[config.mk]
export PLATFORM = sky130hd
export DESIGN_NAME = burst_line_reader_flat
export DESIGN_NICKNAME = d
export VERILOG_FILES = /design/src/rtl/burst_line_reader_if.sv /design/src/rtl/burst_line_reader.sv /design/src/flat_wrapper.sv
export SDC_FILE = /design/constraint.sdc
export NUM_CORES = 1
export LEC_CHECK = 0
export ABC_AREA = 0
export CAP_MARGIN = 20
export CORE_UTILIZATION = 50
export CTS_BUF_LIST = sky130_fd_sc_hd__clkbuf_4 sky130_fd_sc_hd__clkbuf_8 sky130_fd_sc_hd__clkbuf_16
export DETAILED_ROUTE_END_ITERATION = 12
export PLACE_DENSITY = 0.73
export SLEW_MARGIN = 20
export SYNTH_ARGS = -nofsm -noshare
export SYNTH_HDL_FRONTEND = slang
export SYNTH_SLANG_ARGS = --single-unit
[constraint.sdc]
create_clock -name clock -period 12.05 [get_ports clock]
set_input_delay 3.615 -clock clock [delete_from_list [all_inputs] [get_ports clock]]
set_output_delay 3.615 -clock clock [all_outputs]
set_load 0.01 [all_outputs]
[src/rtl/burst_line_reader_if.sv]
// rtl/burst_line_reader_if.sv - client-side and DDR-side ports of the burst line reader
interface burst_line_reader_if #(
  parameter int ADDR_WIDTH = 32,
  parameter int DATA_WIDTH = 64
);
  logic                  io_flush;
  logic                  io_in_rd;
  logic [ADDR_WIDTH-1:0] io_in_addr;
  logic                  io_in_wait_n;
  logic                  io_in_valid;
  logic [DATA_WIDTH-1:0] io_in_dout;
  logic                  io_out_rd;
  logic [ADDR_WIDTH-1:0] io_out_addr;
  logic [7:0]            io_out_burstLength;
  logic                  io_out_waitReq;
  logic                  io_out_valid;
  logic [DATA_WIDTH-1:0] io_out_dout;

  // The cache itself: takes client reads, issues DDR bursts
  modport slave (
    input  io_flush, io_in_rd, io_in_addr, io_out_waitReq, io_out_valid, io_out_dout,
    output io_in_wait_n, io_in_valid, io_in_dout, io_out_rd, io_out_addr, io_out_burstLength
  );

  // The surroundings: crossing FIFO on one side, DDR on the other
  modport master (
    output io_flush, io_in_rd, io_in_addr, io_out_waitReq, io_out_valid, io_out_dout,
    input  io_in_wait_n, io_in_valid, io_in_dout, io_out_rd, io_out_addr, io_out_burstLength
  );
endinterface

[src/rtl/burst_line_reader.sv]
// rtl/burst_line_reader.sv - single-line blocking read cache filled by DDR bursts
module burst_line_reader #(
  parameter int ADDR_WIDTH   = 32,
  parameter int DATA_WIDTH   = 64,
  parameter int BURST_LENGTH = 4
) (
  input  logic                clock,
  input  logic                reset,
  burst_line_reader_if.slave  bus
);
  localparam int OFS = $clog2(DATA_WIDTH / 8);
  localparam int LB  = $clog2(BURST_LENGTH);
  localparam int TW  = ADDR_WIDTH - OFS - LB;
  localparam logic [LB-1:0] LAST_IDX = LB'(BURST_LENGTH - 1);

  typedef enum logic [1:0] {S_IDLE, S_REQ, S_FILL, S_RESP} state_t;

  state_t                r_state;
  state_t                w_next;
  logic [DATA_WIDTH-1:0] r_line [BURST_LENGTH];
  logic [TW-1:0]         r_tag;
  logic                  r_line_valid;
  logic [LB-1:0]         r_cnt;
  logic                  r_flush_pend;
  logic [ADDR_WIDTH-1:0] r_addr;
  logic                  r_valid;
  logic [DATA_WIDTH-1:0] r_dout;

  logic [TW-1:0]         w_req_tag;
  logic [LB-1:0]         w_req_idx;
  logic [LB-1:0]         w_lat_idx;
  logic                  w_accept;
  logic                  w_hit;
  logic                  w_miss;
  logic                  w_fill_wr;
  logic                  w_last;
  logic                  w_unused;

  assign w_req_tag = bus.io_in_addr[ADDR_WIDTH-1:OFS+LB];
  assign w_req_idx = bus.io_in_addr[OFS+LB-1:OFS];
  assign w_lat_idx = r_addr[OFS+LB-1:OFS];
  assign w_accept  = bus.io_in_rd & (r_state == S_IDLE);
  // A flush arriving with the request must not be answered from the stale line
  assign w_hit     = w_accept & r_line_valid & (w_req_tag == r_tag) & ~bus.io_flush;
  assign w_miss    = w_accept & ~w_hit;
  assign w_fill_wr = (r_state == S_FILL) & bus.io_out_valid;
  assign w_last    = w_fill_wr & (r_cnt == LAST_IDX);
  assign w_unused  = ^{bus.io_in_addr[OFS-1:0], r_addr[OFS-1:0]};

  assign bus.io_in_wait_n       = (r_state == S_IDLE);
  assign bus.io_in_valid        = r_valid;
  assign bus.io_in_dout         = r_dout;
  assign bus.io_out_rd          = (r_state == S_REQ);
  assign bus.io_out_addr        = {r_addr[ADDR_WIDTH-1:OFS+LB], {(OFS+LB){1'b0}}};
  assign bus.io_out_burstLength = 8'(BURST_LENGTH);

  // Next-state selection for the miss sequence
  always_comb begin
    w_next = r_state;
    case (r_state)
      S_IDLE:  if (w_miss) w_next = S_REQ;
      S_REQ:   if (!bus.io_out_waitReq) w_next = S_FILL;
      S_FILL:  if (w_last) w_next = S_RESP;
      S_RESP:  w_next = S_IDLE;
      default: w_next = S_IDLE;
    endcase
  end

  // Line storage: only burst beats inside FILL are written, stray strobes are dropped
  always_ff @(posedge clock) begin
    if (w_fill_wr) r_line[r_cnt] <= bus.io_out_dout;
  end

  // State register, response path, line bookkeeping and flush handling
  always_ff @(posedge clock or posedge reset) begin
    if (reset) begin
      r_state      <= S_IDLE;
      r_tag        <= '0;
      r_line_valid <= 1'b0;
      r_cnt        <= '0;
      r_flush_pend <= 1'b0;
      r_addr       <= '0;
      r_valid      <= 1'b0;
      r_dout       <= '0;
    end else begin
      r_state <= w_next;
      r_valid <= 1'b0;
      if (w_accept) r_addr <= bus.io_in_addr;
      if (w_hit) begin
        r_valid <= 1'b1;
        r_dout  <= r_line[w_req_idx];
      end
      if (w_fill_wr) r_cnt <= r_cnt + LB'(1);
      if (w_last) begin
        r_line_valid <= 1'b1;
        r_tag        <= r_addr[ADDR_WIDTH-1:OFS+LB];
        r_valid      <= 1'b1;
        // The final beat is not in the array yet, so bypass it when it is the one asked for
        r_dout       <= (w_lat_idx == LAST_IDX) ? bus.io_out_dout : r_line[w_lat_idx];
      end
      case (r_state)
        S_IDLE: if (bus.io_flush) r_line_valid <= 1'b0;
        S_REQ, S_FILL: if (bus.io_flush) r_flush_pend <= 1'b1;
        S_RESP: if (bus.io_flush || r_flush_pend) begin
          r_line_valid <= 1'b0;
          r_flush_pend <= 1'b0;
        end
        default: ;
      endcase
    end
  end
endmodule
[src/flat_wrapper.sv]
// flat-port wrapper written by rule: the top's interface ports become plain ports
module burst_line_reader_flat 
#(
  parameter int ADDR_WIDTH   = 32,
  parameter int DATA_WIDTH   = 64,
  parameter int BURST_LENGTH = 4
)
  (clock, reset, bus_io_flush, bus_io_in_rd, bus_io_in_addr, bus_io_out_waitReq, bus_io_out_valid, bus_io_out_dout, bus_io_in_wait_n, bus_io_in_valid, bus_io_in_dout, bus_io_out_rd, bus_io_out_addr, bus_io_out_burstLength);
  burst_line_reader_if #(.ADDR_WIDTH(ADDR_WIDTH), .DATA_WIDTH(DATA_WIDTH)) bus_i ();
  input  logic clock;
  input  logic reset;
  input wire logic [$bits(bus_i.io_flush)-1:0] bus_io_flush;
  input wire logic [$bits(bus_i.io_in_rd)-1:0] bus_io_in_rd;
  input wire logic [$bits(bus_i.io_in_addr)-1:0] bus_io_in_addr;
  input wire logic [$bits(bus_i.io_out_waitReq)-1:0] bus_io_out_waitReq;
  input wire logic [$bits(bus_i.io_out_valid)-1:0] bus_io_out_valid;
  input wire logic [$bits(bus_i.io_out_dout)-1:0] bus_io_out_dout;
  output wire logic [$bits(bus_i.io_in_wait_n)-1:0] bus_io_in_wait_n;
  output wire logic [$bits(bus_i.io_in_valid)-1:0] bus_io_in_valid;
  output wire logic [$bits(bus_i.io_in_dout)-1:0] bus_io_in_dout;
  output wire logic [$bits(bus_i.io_out_rd)-1:0] bus_io_out_rd;
  output wire logic [$bits(bus_i.io_out_addr)-1:0] bus_io_out_addr;
  output wire logic [$bits(bus_i.io_out_burstLength)-1:0] bus_io_out_burstLength;
  assign bus_i.io_flush = bus_io_flush;
  assign bus_i.io_in_rd = bus_io_in_rd;
  assign bus_i.io_in_addr = bus_io_in_addr;
  assign bus_i.io_out_waitReq = bus_io_out_waitReq;
  assign bus_i.io_out_valid = bus_io_out_valid;
  assign bus_i.io_out_dout = bus_io_out_dout;
  assign bus_io_in_wait_n = bus_i.io_in_wait_n;
  assign bus_io_in_valid = bus_i.io_in_valid;
  assign bus_io_in_dout = bus_i.io_in_dout;
  assign bus_io_out_rd = bus_i.io_out_rd;
  assign bus_io_out_addr = bus_i.io_out_addr;
  assign bus_io_out_burstLength = bus_i.io_out_burstLength;
  burst_line_reader #(.ADDR_WIDTH(ADDR_WIDTH), .DATA_WIDTH(DATA_WIDTH), .BURST_LENGTH(BURST_LENGTH)) u_core (.clock(clock), .reset(reset), .bus(bus_i));
endmodule
**Word level (Yosys, flattened, before mapping)**

Memories as Yosys holds them, arrays and structs flattened.
Cells that the tools add are included.
W data, S select, Z words.

- Bits in registers: 130
- RAM bits: 256
- Bits of input ports: 102
- Output and inout port bits: 107
- Word-level logic and storage cells: 55
- Memories kept: 1

- Add/subtract/negate cells: 1
- Eq/ne operators: 11
- Muxes and demuxes: 18
- Bitwise logic cells: 9
- Reduce and logical (&&, ||, !) cells: 7

Memory list:

| name | words | bits a word | rd ports | clocked after memory_dff | wr ports | RTL line | source |
|---|---|---|---|---|---|---|---|
| u_core.r_line | 4 | 64 | 2 | 0 | 1 | burst_line_reader.sv:20 | `logic [DATA_WIDTH-1:0] r_line [BURST_LENGTH];` |

Operators by type and width:

| cell | count |
|---|---|
| $mux W64 | 3 |
| $eq A27 B27 Y1 | 1 |
| $mux W1 | 9 |
| $eq A2 B2 Y1 const B | 4 |
| $pmux W2 S4 | 1 |
| $and A1 B1 Y1 | 7 |
| $mux W2 | 3 |
| $ne A2 B1 Y1 const B | 3 |
| $reduce_and A3 Y1 | 2 |
| $ne A2 B2 Y1 const B | 2 |
| $pmux W1 S2 | 2 |
| $reduce_bool A2 Y1 | 2 |
| $add A2 B1 Y2 const B | 1 |
| $eq A2 B1 Y1 const B | 1 |
| $logic_not A2 Y1 | 1 |
| $not A1 Y1 | 2 |
| $reduce_or A2 Y1 | 1 |
| $logic_or A1 B1 Y1 | 1 |

**Logic depth before layout (Yosys ltp)**

Gate-level depths: netlist (run 1).

- Word-level depth: 9
- Gate-level depth with buffers: 10
- Gate-level depth less buffers: 8

**Worst setup path after synthesis (run 1)**

No wires, ideal clock.

- Path kind: input to register
- Start: in bus_io_out_valid
- End: mem u_core.r_line[3][0] (enable)
- Setup time: 453 ps
- Arrival: 6066 ps
- Required time: 11597 ps
- Slack: 5530 ps
- Cell stages on the path: 4
- Buffers on the path: 2
- Cells stage by stage: nand3_1 inv_1 clkbuf_1 clkbuf_1

- Cells in the longest elaborated chain, start to end: 3

RTL lines:

| item | RTL line | source |
|---|---|---|
| start: declaration | flat_wrapper.sv:16 | `input wire logic [$bits(bus_i.io_out_valid)-1:0] bus_io_out_valid;` |
| $and A1 B1 Y1 | burst_line_reader.sv:46 | `assign w_fill_wr = (r_state == S_FILL) & bus.io_out_valid;` |
| $mux W1 | burst_line_reader.sv:71 | `if (w_fill_wr) r_line[r_cnt] <= bus.io_out_dout;` |
| $mux W1 (not written as such) | burst_line_reader.sv:71 |  |
| end: declaration | burst_line_reader.sv:20 |  |

Every way passes these cells.

**Worst setup path after layout (run 1)**

- Start: in bus_io_in_rd
- End: reg u_core.r_dout[38], in the netlist u_core.bus.io_in_dout[38]

- Cells in the longest elaborated chain, start to end: 5

RTL lines:

| item | RTL line | source |
|---|---|---|
| start: declaration | flat_wrapper.sv:13 | `input wire logic [$bits(bus_i.io_in_rd)-1:0] bus_io_in_rd;` |
| $and A1 B1 Y1 | burst_line_reader.sv:42 | `assign w_accept = bus.io_in_rd & (r_state == S_IDLE);` |
| $and A1 B1 Y1 (3 in series) | burst_line_reader.sv:44 | `assign w_hit = w_accept & r_line_valid & (w_req_tag == r_tag) & ~bus.io_flush;` |
| $reduce_bool A2 Y1 (no line) | -- |  |
| end signal: assignment | burst_line_reader.sv:91 | `r_dout <= r_line[w_req_idx];` |
| end signal: assignment | burst_line_reader.sv:99 | `r_dout <= (w_lat_idx == LAST_IDX) ? bus.io_out_dout : r_line[w_lat_idx];` |
| end: declaration | burst_line_reader.sv:27 | `logic [DATA_WIDTH-1:0] r_dout;` |

Every way passes these cells.
A chain may end at the register's enable or synchronous reset.

==> metrics.md, run 1 <==
| Metric | Value |
|---|---|
| Status | finished clean |
| Min cycle time layout | 6850 ps |
| Die Wd | 188 µm |
| Initial antenna violation count | 2 |
| Post-synthesis mux area share | 24.1% |
| Slew @ Worst Pin | 1110 ps |
| Post-synthesis cell type count | 30 |
| Dpl cells | 1612 |
| Final Hold Vio Count | 0 |
| Die area | 35200 µm² |
| Highest metal used | met5 |
| Vias per cell | 5.49 |
| Routability Congestion | 0.756 |
| GRT Total Usage | 20.9% |
| Final Cycle Share | 56.9% |
| Sequential share of the synthesized area | 63.1% |
| Die Y | 188 µm |
| Starting Density | 51.1% |
| Syn avg cell area | 16.4 µm² |
| Metal2 WL | 18100 µm |
| CP required | 12460 ps |
| Via count | 9273 |
| Kind of critical path | in2reg |
| Post-Synth Simple-Gate Area | 6.63% |
| Global-route wire length before repair | 56600 µm |
| Share of post-route cells with drive strength above 1 | 25.6% |
| Vias in the first global route | 10000 |
| Top cell type's share of synthesized area | 44.6% |
| Slew Limit Fails | 0 |
| Synth Area in XOR/XNOR | 1.42% |
| Postcts setup bufs | 0 |
| Htree depth | 2 |
| Final hold slack | 492 ps |
| Worst Path Max Fanout | 34 |
| Adder-cell area share of the yosys netlist | 0.654% |
| Root Buffer | clkbuf_16 |
| Routed WL | 35600 µm |
| Top cell type by total area after synthesis | edfxtp_1 |
| Worst hold path type | reg2reg |
| Worst EP arrival | 7260 ps |
| Most common cell in the synthesized netlist | nand2_1 |
| Yosys reg bits | 383 |
| Syn Inst Count | 1051 |
| Fin nets | 1319 |
| GRT overflow | 0 |
| TritonCTS Buffers | 41 |
| CP Capture Type | register |
| Worst-case clock buffer depth | 3 |
| Total negative slack | 0 ps |
| RSZ-0062 raised after global routing | false |
| # rows | 67 |
| Clock transition at the registers of the reported paths | 60 ps |
| Clk_lat worst skew | 530 ps |
| Post-CTS Resized | 0 |
| Post-synth ARST share | 33.2% |
| Dpl hpwl | 19600 µm |
| Buffers on Ports | 192 |
| FILL cells | 2472 |
| Ports | 209 |
| Ys flop type | edfxtp_1 |
| # DRC | 0 |
| # hold bufs at CTS | 0 |
| Max Cap Violations | 0 |
| Area growth syn-to-layout | 19.8% |
| Post-Layout Cell Count | 1690 |
| Number of flops mapped to enable cells by yosys | 256 |
| Largest family of logic cells by synthesized area | multiplexers |
| Synth top area cells | edfxtp_1 45%, dfrtp_1 18%, mux4_2 17%, nand2_1 6.0%, mux2_4 4.3% |
| Startpoint types | input pin |
| WL met3 | 1870 µm |
| Largest net degree at the start of global routing | 88 |
| ANT nets after route | 0 |
| Drt first pass iters | 4 |
| Power Dens Cells | 219 nW/µm² |
| WL per Instance | 21.1 µm |
| Max VDD drop | 121 µV |
| Area of the core | 33700 µm² |
| Post-synthesis compound-gate area fraction | 0.211% |
| Final Skew | 20.1 ps |
| Highest Clock Rate | 0.146 GHz |
| TritonCTS clock tree | built |
| Max-slew headroom | 25.8% |
| Initial DRC count | 533 |
| Synth Warn # | 0 |
| Clk sinks | 383 |
| Mapped Area | 17200 µm² |
| Most common library cells after synthesis | 277 x nand2_1, 256 x edfxtp_1, 128 x mux4_2, 127 x dfrtp_1, 49 x mux2_4 |
| M1 wire length | 14900 µm |
| Final setup vio count | 0 |
| Static leakage | 0.00778 µW |
## metal layers
layer | GRT usage [%] | vias to the layer above
met2 | 36.1 | 265
met3 | 3.78 | 50
li1 | - | 4187
met4 | 6.29 | 2
met1 | 27.1 | 4769
met5 | 0 | -
## metrics by stage
step	setup slack (ps)	util [%]	total power, µW	cell area [µm²]
2_1_floorplan	5050	-	2800	17300
3_3_place_gp	4600	57.0	3250	19200
3_5_place_dp	4560	57.0	3280	19200
4_1_cts	5130	61.2	4570	20600
5_1_grt	4890	61.2	4730	20600
6_report	5200	61.2	4520	20600
## cells in the final DEF (no fill, tap or decap), drive strengths merged
cell / n
mux4: 128
xnor2: 17
nor4: 3
buf: 11
inv: 9
xor2: 11
o211ai: 1
nand2: 278
mux2: 95
nor3: 1
ha: 9
conb: 13
nand4: 5
o21ai: 1
clkinv: 5
and3: 3
a21oi: 1
nor2: 2
edfxtp: 256
diode: 1
nand3: 1
bufinv: 2
clkdlybuf4s50: 190
mux2i: 1
clkbuf: 68
o22a: 1
a222oi: 1
or4b: 1
dfrtp: 127
## logic make-up after synthesis
| kind of cell | Yosys count |
|---|---|
| and+or+nand+nor | 294 |
| muxes | 224 |
| other | 2 |
| xor gates and xnor gates | 28 |
| adders and majority gates | 9 |
| AOI/OAI and AO/OA | 5 |
| buffers and inverters | 106 |
| DFF | 383 |
## power by group
group	leakage (µW)	internal [µW]	switching, µW
Clock	0.000713	785	493
Sequential	0.00388	1700	240
Combinational	0.00318	791	510
## cell type report
class	instances	area (µm²)	area share, %
tap	448	561	2.72
antenna	1	2.50	0.0121
clock buffer	68	1310	6.34
inverter	8	40.0	0.194
sequential	383	10900	52.7
clock inverter	8	92.6	0.449
multi-input combinational	573	5760	27.9
timing repair buffer	201	2000	9.68
## critical path, cell delays in order
cell and delay (ps):
clkdlybuf4s50_1 490, nand2_1 60, buf_4 260, or4b_1 500, nor3_1 290, nand4_1 280, nand2_4 630, buf_4 660
mux2_2 400
## final timing paths
path                       depth (start not counted)  slack, ps         startpoint                        end
max in group asynchronous                          3       7040              reset           u_core.r_addr[4]
min in group asynchronous                          2       3540              reset  u_core.bus.io_in_dout[15]
setup reg to reg                                  10       7970  u_core.r_state[0]  u_core.bus.io_in_dout[38]
hold reg to reg                                    2        490   u_core.r_addr[9]            u_core.r_tag[4]
setup / recovery                                   9       5200       bus_io_in_rd  u_core.bus.io_in_dout[38]
hold / removal                                     2        490   u_core.r_addr[9]            u_core.r_tag[4]
## sequential cells by signal, summed over array words and instances, names as in the netlist
| register | count |
|---|---|
| u_core.bus.io_in_valid | 1 |
| u_core.r_flush_pend | 1 |
| u_core.r_line | 256 |
| u_core.r_cnt | 2 |
| u_core.r_state | 2 |
| u_core.r_addr | 29 |
| u_core.r_line_valid | 1 |
| u_core.bus.io_in_dout | 64 |
| u_core.r_tag | 27 |
No activity file was read; power rests on OpenSTA's default activity.
==> run 2, diff against run 1 <==
==> constraint.sdc (replaced) <==
create_clock -name clock -period 6.9 [get_ports clock]
set_input_delay 2.07 -clock clock [delete_from_list [all_inputs] [get_ports clock]]
set_output_delay 2.07 -clock clock [all_outputs]
set_load 0.01 [all_outputs]
==> run 2 against run 1 <==
Critical path depth is the same. Sequential power rose by 75%. Flip-flop and latch count stayed put. Combinational power increased by 74%. Wire length decreased by 1.1%. Clock skew fell by 13 ps. First-iteration DRC count is 3.4% higher. Clock power is 70% higher. Largest cell class unchanged. Highest routed layer is now met4.
==> metrics.md, run 2 (synthesis results as in run 1) <==
| Metric | Value |
|---|---|
| Status | finished clean |
| Starting Density | 51.1% (unchanged) |
| Htree depth | 2 (unchanged) |
| Postcts setup bufs | 0 (unchanged) |
| Die Wd | 188 µm (unchanged) |
| Clk sinks | 383 (unchanged) |
| Clock transition at the registers of the reported paths | 60 ps (about the same) |
| FILL cells | 2494 (+0.89%) |
| Initial antenna violation count | 1 (-1) |
| Reg area | 10900 µm² (unchanged) |
| Routability Congestion | 0.743 (-1.8%) |
| ANT nets after route | 0 (unchanged) |
| Area of the core | 33700 µm² (unchanged) |
| R2R depth | 10 (unchanged) |
| TritonCTS clock tree | built |
| Final Hold Vio Count | 0 (unchanged) |
| Via count | 9234 (-0.42%) |
| Register with the most flip-flops | u_core.r_line |
| Multi-input gate area | 5760 µm² (unchanged) |
| GRT overflow | 0 (unchanged) |
| # hold bufs at CTS | 0 (unchanged) |
| R2R setup slack | 3300 ps (-4670 ps) |
| Worst flop-to-flop path endpoint | u_core.bus.io_in_dout[36] |
| Critical Path Source | bus_io_in_rd |
| TritonCTS Buffers | 42 (+2.4%) |
| Final Cycle Share | 70.3% |
| Most frequent cells in the layout | 277 x nand2_1, 256 x edfxtp_1, 190 x clkdlybuf4s50_1, 128 x mux4_2, 125 x dfrtp_1 |
| Initial DRC count | 551 (+3.4%) |
| CP Capture Type | register |
| Largest register FFs | 256 (unchanged) |
| Vias in the first global route | 9770 (-2.6%) |
| Max-slew headroom | 28.5% (+2.8 points) |
| Buffers on Ports | 192 (unchanged) |
| HP Start | u_core.r_addr[5] |
| Max VDD drop | 246 µV (+100%) |
| Clk_lat worst skew | 520 ps (about the same) |
| Power Dens Cells | 380 nW/µm² (+73%) |
| Total negative slack | 0 ps (unchanged) |
| Final Skew | 7.10 ps (-13.0 ps) |
| Startpoint types | input pin |
| Ports | 209 (unchanged) |
| Slew @ Worst Pin | 1070 ps (-41.4 ps) |
| GRT Total Usage | 20.5% (-0.42 points) |
| Worst EP arrival | 5250 ps (-2010 ps) |
| Kind of critical path | in2reg |
| Die area | 35200 µm² (unchanged) |
| Worst Path Max Fanout | 40 (+18%) |
| RSZ-0062 raised after global routing | false |
| Post-CTS Resized | 0 (unchanged) |
| Drt first pass iters | 5 (+1) |
| Slew Limit Fails | 0 (unchanged) |
| CP required | 7300 ps (-5160 ps) |
| Largest net degree at the start of global routing | 93 (+5.7%) |
| CP endpoint | u_core.bus.io_in_dout[36] |
| Final Util | 61.3% (about the same) |
| R2R Path Start | u_core.r_state[0] |
| Area growth syn-to-layout | 19.9% (about the same) |
| Fin nets | 1322 (+0.23%) |
| Root Buffer | clkbuf_16 |
| Min cycle time layout | 4850 ps |
| Global-route wire length before repair | 55700 µm (-1.6%) |
| Dpl hpwl | 19800 µm (+1.1%) |
| Final setup vio count | 0 (unchanged) |
| Max Cap Violations | 0 (unchanged) |
| Static leakage | 0.00777 µW (-0.16%) |
| Routed WL | 35200 µm (-1.1%) |
| Share of post-route cells with drive strength above 1 | 25.2% (-0.46 points) |
| Vias per cell | 5.45 (-0.60%) |
| # DRC | 0 (unchanged) |
| Die Y | 188 µm (unchanged) |
| Worst-case clock buffer depth | 3 (unchanged) |
| Commonest non-fill, non-tap cell in the layout | nand2_1 |
| Highest Clock Rate | 0.206 GHz |
| # rows | 67 (unchanged) |
| Worst hold path type | reg2reg |
| WL per Instance | 20.8 µm (-1.3%) |
## run 2: changes by cell type in the layout (fill, tap and decap cells not counted), moves of 2 or more
cell | previous run | this run
buf_12 | 1 | 3
clkbuf_16 | 43 | 45
clkbuf_4 | 18 | 14
clkbuf_8 | 7 | 1
clkinv_1 | 1 | 9
clkinvlp_4 | 0 | 2
## run 2: worst min-delay path by stage
stage	cells past startpoint	end	slack (ps)
floorplan	2	u_core.r_tag[0]	460
global placement	2	u_core.r_tag[7]	470
detailed placement	2	u_core.r_tag[0]	480
CTS	2	u_core.r_tag[0]	490
global route	2	u_core.r_tag[9]	520
finish	2	u_core.r_tag[0]	490
## run 2: critical path, stage by stage
cell and delay [ps]:
clkdlybuf4s50_1 470, nand2_1 50, buf_4 260, or4b_1 500
nor3_1 270, nand4_1 270, nand2_4 550, buf_12 390
mux2_2 380
## run 2: final cells by class
cell class                      count  share of cell area, %
Timing Repair Buffer              203                   9.86
Antenna cell                        1                 0.0121
Clock inverter                     17                  0.624
Inverter                            8                  0.194
Sequential cell                   383                   52.7
Tap cell                          448                   2.71
Multi-Input combinational cell    573                   27.9
Clock buffer                       60                   6.03
## run 2: routing by layer
layer	track usage, %	up-vias	routed length, µm
met2	34.1	282	17800
met4	5.13	0	537
met1	27.8	4719	14800
met5	0	-	0
met3	4.21	37	2030
li1	-	4196	-
## run 2: power by group
part	total [µW]	internal [µW]	switching, µW
Clock	2180	1330	851
Combinational	2260	1390	879
Sequential	3400	2970	429
Total	7840	5680	2160
## run 2: through the flow
| stage | power, µW | instances | hold WS (ps) | instance area (µm²) | worst slack (ps) |
|---|---|---|---|---|---|
| after floorplan | 4890 | 1062 | 456 | 17300 | 1450 |
| after CTS | 7940 | 1691 | 489 | 20600 | 2010 |
| after global routing | 8230 | 1692 | 523 | 20600 | 1880 |
| final | 7840 | 1693 | 490 | 20700 | 2050 |
| after global placement | 5680 | 1614 | 473 | 19300 | 1490 |
| after detailed placement | 5740 | 1614 | 478 | 19300 | 1460 |
==> run 3, diff against run 2 <==
==> constraint.sdc (replaced) <==
create_clock -name clock -period 5.05 [get_ports clock]
set_input_delay 1.515 -clock clock [delete_from_list [all_inputs] [get_ports clock]]
set_output_delay 1.515 -clock clock [all_outputs]
set_load 0.01 [all_outputs]
==> run 3 against run 2 <==
Cell count up 0.59%. Die area unchanged. Sequential share of layout area shrank 0.57 points. Utilization grew 0.68 points. Non-clock buffer count increased by 11. Critical path type unchanged. Worst setup slack worse by 710 ps. Clock skew is 7.6 ps higher. Combinational power rose by 38%. Global-route usage about the same. Critical path depth decreased by 1. Clock-buffer cell count is 2 lower.
==> metrics.md, run 3 (synthesis results as in run 1) <==
| Metric | Value |
|---|---|
| Fin nets | 1332 (+0.76%) |
| Worst-case clock buffer depth | 3 (unchanged) |
| WL per Instance | 20.8 µm (+0.17%) |
| Power Dens Cells | 525 nW/µm² (+38%) |
| Worst hold path type | reg2reg |
| Switching Share | 27.2% (-0.30 points) |
| Crit-path cells | clkdlybuf4s50_1 -> xor2_1 -> or4b_1 -> nor3_1 -> nand4_1 -> nand2_4 -> buf_4 -> mux2_2 |
| Internal power | 7970 µW (+40%) |
| Via count | 9322 (+0.95%) |
| Clk_lat worst skew | 530 ps (about the same) |
| Slew Limit Fails | 0 (unchanged) |
| Register with the most flip-flops | u_core.r_line |
| Critical-path top delay cell | or4b_1 |
| Comb pwr share | 28.6% (-0.3 points) |
| Worst EP arrival | 4130 ps (-1120 ps) |
| Max Cap Violations | 0 (unchanged) |
| Final Cycle Share | 73.5% |
| TritonCTS Buffers | 41 (-2.4%) |
| Initial DRC count | 619 (+12%) |
| Commonest non-fill, non-tap cell in the layout | nand2_1 |
| Final hold slack | 489 ps (-0.505 ps) |
| Global-route wire length before repair | 55500 µm (-0.46%) |
| Worst Path Max Fanout | 22 (-45%) |
| Final Util | 62.0% (+0.68 points) |
| Clk sinks | 383 (unchanged) |
| Share of post-route cells with drive strength above 1 | 26.3% (+1.2 points) |
| Flop pwr share | 42.2% (-1.1 points) |
| Setup slack after layout | 1340 ps (-714 ps) |
| Startpoint types | input pin |
| Final setup vio count | 0 (unchanged) |
| Drt first pass iters | 4 (-1) |
| Critical Path Source | bus_io_in_addr[17] |
| # hold bufs at CTS | 0 (unchanged) |
| GRT overflow | 0 (unchanged) |
| GRT Total Usage | 20.5% (about the same) |
| Power Total | 11000 µW (+40%) |
| R2R depth | 9 (-1) |
| Status | finished clean |
| RSZ-0062 raised after global routing | false |
| Clock power frac | 29.2% (+1.4 points) |
| R2R Path Start | u_core.r_state[0] |
| Area of the core | 33700 µm² (unchanged) |
| Hold Path Stages | 2 (unchanged) |
| CP required | 5460 ps (-1840 ps) |
| Buffers on Ports | 192 (unchanged) |
| CP endpoint | u_core.bus.io_in_dout[43] |
| Die area | 35200 µm² (unchanged) |
| Max incr delay on CP | 530 ps (-20 ps) |
| R2R setup slack | 2120 ps (-1180 ps) |
| Largest register FFs | 256 (unchanged) |
| Highest Clock Rate | 0.269 GHz |
| Clock transition at the registers of the reported paths | 60 ps (about the same) |
| Die Y | 188 µm (unchanged) |
| Max VDD drop | 325 µV (+32%) |
| ANT nets after route | 0 (unchanged) |
| Slew @ Worst Pin | 1070 ps (-3.58 ps) |
| TritonCTS clock tree | built |
| FILL cells | 2462 (-1.3%) |
| Initial antenna violation count | 1 (unchanged) |
| Final Hold Vio Count | 0 (unchanged) |
| Ports | 209 (unchanged) |
| Multi-input gate area | 5760 µm² (unchanged) |
| Vias per cell | 5.47 (+0.36%) |
| Most frequent cells in the layout | 277 x nand2_1, 256 x edfxtp_1, 190 x clkdlybuf4s50_1, 128 x mux4_2, 125 x dfrtp_1 |
| Place WS | 799 ps (-660 ps) |
| Root Buffer | clkbuf_16 |
| Dpl hpwl | 20900 µm (+5.5%) |
| Vias in the first global route | 9776 (+0.061%) |
| Min cycle time layout | 3710 ps |
| Largest net degree at the start of global routing | 84 (-9.7%) |
| Switching power total | 2980 µW (+38%) |
| Final Skew | 14.7 ps (+7.63 ps) |
| Static leakage | 0.00790 µW (+1.6%) |
| Total negative slack | 0 ps (unchanged) |
| Htree depth | 2 (unchanged) |
| Max-slew headroom | 28.8% (+0.24 points) |
| CP Capture Type | register |
| Area growth syn-to-layout | 21.2% |
| # DRC | 0 (unchanged) |
| Routed WL | 35400 µm (+0.76%) |
| Kind of critical path | in2reg |
| # rows | 67 (unchanged) |
| Starting Density | 51.1% (unchanged) |
| Die Wd | 188 µm (unchanged) |
| Reg area | 10900 µm² (unchanged) |
| Routability Congestion | 0.763 (+2.7%) |
| Post-CTS Resized | 0 (unchanged) |
| Worst flop-to-flop path endpoint | u_core.bus.io_in_dout[43] |
| Postcts setup bufs | 0 (unchanged) |
run 3: changes by cell type in the layout (fill, tap and decap cells not counted), moves of 3 or more:
cell,delta
buf_4,+7
clkinv_1,-7
buf_12,+4
bufinv_16,+4
clkinv_2,+4
clkbuf_4,-3
run 3: how the worst min path moves through the flow:
stage,start,to,slack (ps)
2_1_floorplan,u_core.r_addr[5],u_core.r_tag[0],460
6_report,u_core.r_addr[17],u_core.r_tag[12],490
5_1_grt,u_core.r_addr[14],u_core.r_tag[9],500
3_3_place_gp,u_core.r_addr[10],u_core.r_tag[5],470
3_5_place_dp,u_core.r_addr[17],u_core.r_tag[12],480
4_1_cts,u_core.r_addr[17],u_core.r_tag[12],490
run 3: cell type report:
class | instances | area share, %
timing repair buffer | 214 | 10.4
sequential | 383 | 52.1
inverter | 8 | 0.192
tap | 448 | 2.68
clock inverter | 18 | 1.17
antenna | 1 | 0.0120
multi-input combinational | 573 | 27.6
clock buffer | 58 | 5.87
run 3: worst max-delay path, delay by kind of cell:
kind	cells	cell delay (ps)
multiplexers	1	350
AND/OR/NAND/NOR	4	1360
XOR/XNOR	1	150
buffers and inverters	2	730
run 3: power by group through the flow:
stage                     clock (µW)  sequential, µW  combinational [µW]
after floorplan                    0            4520                2160
after global placement             0            4670                3110
after detailed placement           0            4690                3170
after CTS                       3260            4640                3180
after global routing            3380            4730                3360
final                           3200            4630                3130
run 3: through the flow:
stage / std cells / instance area (µm²)
2_1_floorplan: 1062 / 17300
3_3_place_gp: 1626 / 19400
3_5_place_dp: 1626 / 19400
4_1_cts: 1702 / 20900
5_1_grt: 1703 / 20900
6_report: 1703 / 20900
run 3: routing by layer:
metal	share of wire (%)	vias to the layer above	global-route usage (%)
met5	0	-	0
li1	-	4212	-
met1	43	4798	27.7
met4	2.1	0	5.88
met2	49	264	34.3
met3	5.4	48	3.59
